==> src/rtl/mem_arb_pkg.sv <==
// rtl/mem_arb_pkg.sv - shared constants for the CPU/debug memory arbiter
// State encoding, port IDs (CPU=0, DBG=1) and default memory geometry.
package mem_arb_pkg;

    localparam int ADDR_W_DEF = 6;
    localparam int DATA_W_DEF = 32;

    localparam logic [1:0] ST_IDLE    = 2'd0;
    localparam logic [1:0] ST_GNT_CPU = 2'd1;
    localparam logic [1:0] ST_GNT_DBG = 2'd2;

    localparam logic PORT_CPU = 1'b0;
    localparam logic PORT_DBG = 1'b1;

endpackage

==> src/rtl/arb2_rr.sv <==
// rtl/arb2_rr.sv - two-requester tie-break, one-hot grant (bit0=CPU, bit1=DBG)
// Macro MEM_ARB_DBG_PRIO_EN: debug always wins ties; otherwise the port not granted last wins.
module arb2_rr
    import mem_arb_pkg::*;
(
    input  logic [1:0] req,
    input  logic       last,
    output logic [1:0] grant
);

    always_comb begin
        grant = 2'b00;
        case (req)
            2'b01: grant = 2'b01;
            2'b10: grant = 2'b10;
            2'b11: begin
`ifdef MEM_ARB_DBG_PRIO_EN
                grant = 2'b10;
`else
                grant = (last == PORT_DBG) ? 2'b01 : 2'b10;
`endif
            end
            default: grant = 2'b00;
        endcase
    end

endmodule

==> src/rtl/mem_arbiter.sv <==
// rtl/mem_arbiter.sv - arbitrates CPU and debug loader onto one single-port memory
// Macro MEM_ARB_DBG_PRIO_EN (in arb2_rr) switches round-robin ties to fixed debug priority.
module mem_arbiter
    import mem_arb_pkg::*;
#(
    parameter int ADDR_W = ADDR_W_DEF,
    parameter int DATA_W = DATA_W_DEF
) (
    input  logic              clk,
    input  logic              rst,

    input  logic              cpu_req,
    input  logic              cpu_we,
    input  logic [ADDR_W-1:0] cpu_addr,
    input  logic [DATA_W-1:0] cpu_wdata,
    output logic              cpu_gnt,
    output logic              cpu_rvalid,
    output logic [DATA_W-1:0] cpu_rdata,
    output logic              cpu_stall,

    input  logic              dbg_req,
    input  logic              dbg_we,
    input  logic [ADDR_W-1:0] dbg_addr,
    input  logic [DATA_W-1:0] dbg_wdata,
    output logic              dbg_gnt,
    output logic              dbg_rvalid,
    output logic [DATA_W-1:0] dbg_rdata,

    output logic [ADDR_W-1:0] mem_addr,
    output logic              mem_we,
    output logic [DATA_W-1:0] mem_wdata,
    input  logic [DATA_W-1:0] mem_rdata
);

    logic [1:0]        state_q, state_d;
    logic              last_gnt_q, last_gnt_d;
    logic              cpu_rvalid_q, dbg_rvalid_q;
    logic [DATA_W-1:0] cpu_rdata_q, dbg_rdata_q;
    logic [1:0]        grant;
    logic              cpu_access, dbg_access;

    arb2_rr u_arb2_rr (
        .req   ({dbg_req, cpu_req}),
        .last  (last_gnt_q),
        .grant (grant)
    );

    always_comb begin
        state_d    = state_q;
        last_gnt_d = last_gnt_q;
        case (state_q)
            ST_IDLE: begin
                if (grant[0]) begin
                    state_d    = ST_GNT_CPU;
                    last_gnt_d = PORT_CPU;
                end else if (grant[1]) begin
                    state_d    = ST_GNT_DBG;
                    last_gnt_d = PORT_DBG;
                end
            end
            default: state_d = ST_IDLE;
        endcase
    end

    // A grant only performs an access if the requester is still asking and reset is low.
    assign cpu_access = (state_q == ST_GNT_CPU) && cpu_req && !rst;
    assign dbg_access = (state_q == ST_GNT_DBG) && dbg_req && !rst;

    assign cpu_gnt    = cpu_access;
    assign dbg_gnt    = dbg_access;
    assign cpu_stall  = cpu_req & ~cpu_gnt;
    assign cpu_rvalid = cpu_rvalid_q;
    assign dbg_rvalid = dbg_rvalid_q;
    assign cpu_rdata  = cpu_rdata_q;
    assign dbg_rdata  = dbg_rdata_q;

    always_comb begin
        mem_addr  = '0;
        mem_we    = 1'b0;
        mem_wdata = '0;
        if (cpu_access) begin
            mem_addr  = cpu_addr;
            mem_we    = cpu_we;
            mem_wdata = cpu_wdata;
        end else if (dbg_access) begin
            mem_addr  = dbg_addr;
            mem_we    = dbg_we;
            mem_wdata = dbg_wdata;
        end
    end

    always_ff @(posedge clk) begin
        if (rst) begin
            state_q      <= ST_IDLE;
            last_gnt_q   <= PORT_DBG;
            cpu_rvalid_q <= 1'b0;
            dbg_rvalid_q <= 1'b0;
            cpu_rdata_q  <= '0;
            dbg_rdata_q  <= '0;
        end else begin
            state_q      <= state_d;
            last_gnt_q   <= last_gnt_d;
            cpu_rvalid_q <= cpu_access & ~cpu_we;
            dbg_rvalid_q <= dbg_access & ~dbg_we;
            if (cpu_access && !cpu_we) begin
                cpu_rdata_q <= mem_rdata;
            end
            if (dbg_access && !dbg_we) begin
                dbg_rdata_q <= mem_rdata;
            end
        end
    end

endmodule

==> config.mk <==
export PLATFORM = sky130hd
export DESIGN_NAME = mem_arbiter
export DESIGN_NICKNAME = d
export VERILOG_FILES = /design/src/rtl/mem_arb_pkg.sv /design/src/rtl/arb2_rr.sv /design/src/rtl/mem_arbiter.sv
export SDC_FILE = /design/constraint.sdc
export NUM_CORES = 1
export LEC_CHECK = 0
export ABC_AREA = 1
export CELL_PAD_IN_SITES_DETAIL_PLACEMENT = 2
export CELL_PAD_IN_SITES_GLOBAL_PLACEMENT = 2
export CORE_ASPECT_RATIO = 0.75
export CORE_MARGIN = 2
export CORE_UTILIZATION = 18
export CTS_BUF_LIST = sky130_fd_sc_hd__clkbuf_8
export CTS_CLUSTER_SIZE = 40
export DETAILED_ROUTE_END_ITERATION = 12
export GPL_ROUTABILITY_DRIVEN = 0
export GPL_TIMING_DRIVEN = 1
export PLACE_DENSITY = 0.79
export SKIP_LAST_GASP = 1
export SYNTH_ARGS = -nofsm -noshare
export SYNTH_HDL_FRONTEND = slang
export SYNTH_HIERARCHICAL = 1
export SYNTH_SLANG_ARGS = --single-unit
==> constraint.sdc <==
create_clock -name clk -period 1.6 [get_ports clk]
set_input_delay 0.16 -clock clk [delete_from_list [all_inputs] [get_ports clk]]
set_output_delay 0.16 -clock clk [all_outputs]
set_load 0.02 [all_outputs]
==> summary.txt, run 1 <==
STA
  • Final hold vios: 0
  • Final WS setup: -0.1556 ns
  • Unrepaired setup endpoints after global routing: true
  • Setup TNS: -4.781 ns
  • Hold_ws: roughly 0.34 ns
  • Pins Over Slew Limit: 0
  • Worst slew margin: 0.7964
  • Achievable Freq: around 570 MHz
  • Fin Clk Skew: 0.006639 ns
  • Period utilization: 1.097
  • Worst Tran Pin Value: ~0.30 ns
  • Min Tclk post-route: around 1.8 ns
  • # setup viols final: 41

Power
  • Pwr/cell area: ~600 nW/um^2
  • Peak supply drop: around 0.28 mV
  • Static Leak: between 3 and 4 nW

Global routing
  • Grt ovf: 0
  • Initial antenna violation count: 0
  • Total global-route track usage: 0.1724
  • Vias in the first global route: about 5,300
  • First-pass GRT wire length: 29,900 um
  • Largest net degree at the start of global routing: 34

Placement
  • PortBufs: 221
  • Post-DP HPWL: between 10,000 and 15,000 um
  • DP Cell Count: around 1,200

Floorplanning
  • Die Height: about 130 um
  • Die Wd: approximately 170 um
  • Core box area: between 20,000 and 25,000 um^2
  • Die area: between 20,000 and 25,000 um^2
  • Row count: between 40 and 50
  • Initial core utilization: 0.1832
  • IO Count: ~220

Layout
  • Commonest non-fill, non-tap cell in the layout: nand2_1
  • Non-Filler Instances: between 1,000 and 1,500
  • Multi-input gate area: approximately 1800 um^2
  • FILL cells: 2,530
  • Antenna Cells: 0
  • Area delta synth->final: 88.36%
  • Fin nets: 1,023
  • Commonest cells after routing, fill and taps aside: nand2_1, clkdlybuf4s50_1, inv_1, nor2_1, dfxtp_1
  • Final Util: 0.3450
  • Register area: 1389 um^2
  • Ratio of cells with drive above 1 in the final layout: 0.1510

Critical path
  • Crit. End Element: primary output
  • Crit Path Max Fanout: 5
  • Flop-to-flop setup slack: approximately 0.13 ns
  • Critical Path AT: approximately 1.6 ns
  • Crit Path Category: flip-flop to primary output
  • Worst endpoint required time: between 1 and 1.5 ns
  • Crit start category: flip-flop

Hold path
  • Hold WC Path Type: input pin to flip-flop

Synth
  • Cell Area, Synth: between 3000 and 4000 um^2
  • Syn Area/Cell: 5.734 um^2
  • Sequential cell area fraction in the yosys report: 0.3580
  • Synth cell types: 18
  • Flops & latches, synth: between 60 and 70
  • Syn Inst Count: approximately 670
  • Synth warn: 6
  • Syn Nets: ~790

Clock tree
  • Reg clk slew, reported paths: approximately 0.08 ns
  • Clock Path Buffers: 2
  • Root buffer cell: clkbuf_8
  • Skew-Pair Late Insertion Delay: roughly 0.37 ns
  • H-tree depth: 3
  • CTS tree: done
  • TritonCTS buffer count: 9
  • Clock Sinks: 69

Job
  • Max cap viols: 0

Detailed routing
  • Drt drc: 0
  • DRT antenna net count: 0
  • DR iter-0 viols: 150
  • DR vias/cell: a little over 4
  • Routed wire length: around 20,000 um
  • Vias: 4,897
  • Pre-Repair DR Iteration Count: 4
  • Routed len/inst: between 15 and 20 um

Outcome
  • Failing checks: setup timing
  • Status: finished, violations left
==> critical path, stage by stage, from the launching register on <==
cell and delay [ns]:
dfxtp_4 0.39, nand2_4 0.06, nor3_4 0.17, buf_6 0.19, buf_16 0.14, nand2_2 0.04, o21ai_1 0.07, buf_4 0.16
==> kinds of logic after synthesis <==
logic type             Yosys count  share of synthesized area
AND/OR/NAND/NOR                390                     0.4264
buffers and inverters          211                     0.2117
AO/OA/AOI/OAI                    3                   0.003890
flip-flops                      69                     0.3580
==> power breakdown <==
group          switching, W  leakage, nW  internal (W)
Clock              0.000748        0.112      0.000917
Combinational      0.000453         2.85      0.000486
Sequential        0.0000236        0.559       0.00175
==> per-layer routing <==
layer / routed length (um) / track usage / part of all wire
met5: 0 / 0 / 0
met4: 284 / 0.04038 / 0.014
met3: 859 / 0.04282 / 0.043
met2: 9368 / 0.2904 / 0.47
met1: 9404 / 0.2239 / 0.47
==> state kept, by name, summed over array words and instances, names as in the netlist <==
name        flops
cpu_rdata      32
dbg_rdata      32
state_q         2
cpu_rvalid      1
dbg_rvalid      1
last_gnt_q      1
==> synth_stat cells (all sizes together) <==
master,number,area share
nor2,70,0.069
inv,171,0.17
o21ai,2,0.0026
a21oi,1,0.0013
buf,22,0.028
nor3,2,0.0039
dfxtp,69,0.36
nand4,64,0.10
nand2,251,0.24
clkinv,1,0.00097
clkbuf,17,0.017
nand3,3,0.0052
==> final timing paths <==
check                                  from                   endpoint  cells past startpoint
setup / recovery    state_q[0]$_SDFFE_PP0P_                     mem_we                      7
hold / removal                          rst    state_q[1]$_SDFFE_PP0P_                      4
hold reg to reg   cpu_rdata[0]$_SDFFE_PP0P_  cpu_rdata[0]$_SDFFE_PP0P_                      4
setup reg to reg    state_q[1]$_SDFFE_PP0P_  dbg_rdata[8]$_SDFFE_PP0P_                      9
==> per-stage QoR <==
step,total power [W],instance area [um^2],setup WS [ns]
floorplan,0.002120,3859,0.2651
global placement,0.002668,6596,-0.5857
detailed placement,0.002687,6596,-0.6132
CTS,0.004424,7071,-0.2000
global route,0.004611,7268,-0.2570
finish,0.004374,7268,-0.1556
==> layout make-up <==
| class | count | share of cell area |
|---|---|---|
| repair buffers | 264 | 0.3911 |
| multi-input cells | 393 | 0.2479 |
| flip-flops and latches | 69 | 0.1911 |
| inverters | 172 | 0.08952 |
| well taps | 288 | 0.04958 |
| clock buffers | 10 | 0.01894 |
| clock inverters | 6 | 0.01188 |
==> repair_timing <==
| action | 4_1_cts | 5_1_grt |
|---|---|---|
| gates resized for setup | 268 | 32 |
| pin swaps | 8 | 9 |
| buffers inserted | 6 | 2 |
| setup endpoints to repair | 68 | 61 |
| hold buffers | 0 | 0 |
| gates cloned | 5 | 3 |
No activity file was read; power rests on OpenSTA's default activity.
==> inputs of run 2 (changes only) <==
- GPL_ROUTABILITY_DRIVEN: 0 -> not set
==> results of run 2 <==
No change in the layout: final DEF, timing and power equal those of run 1.
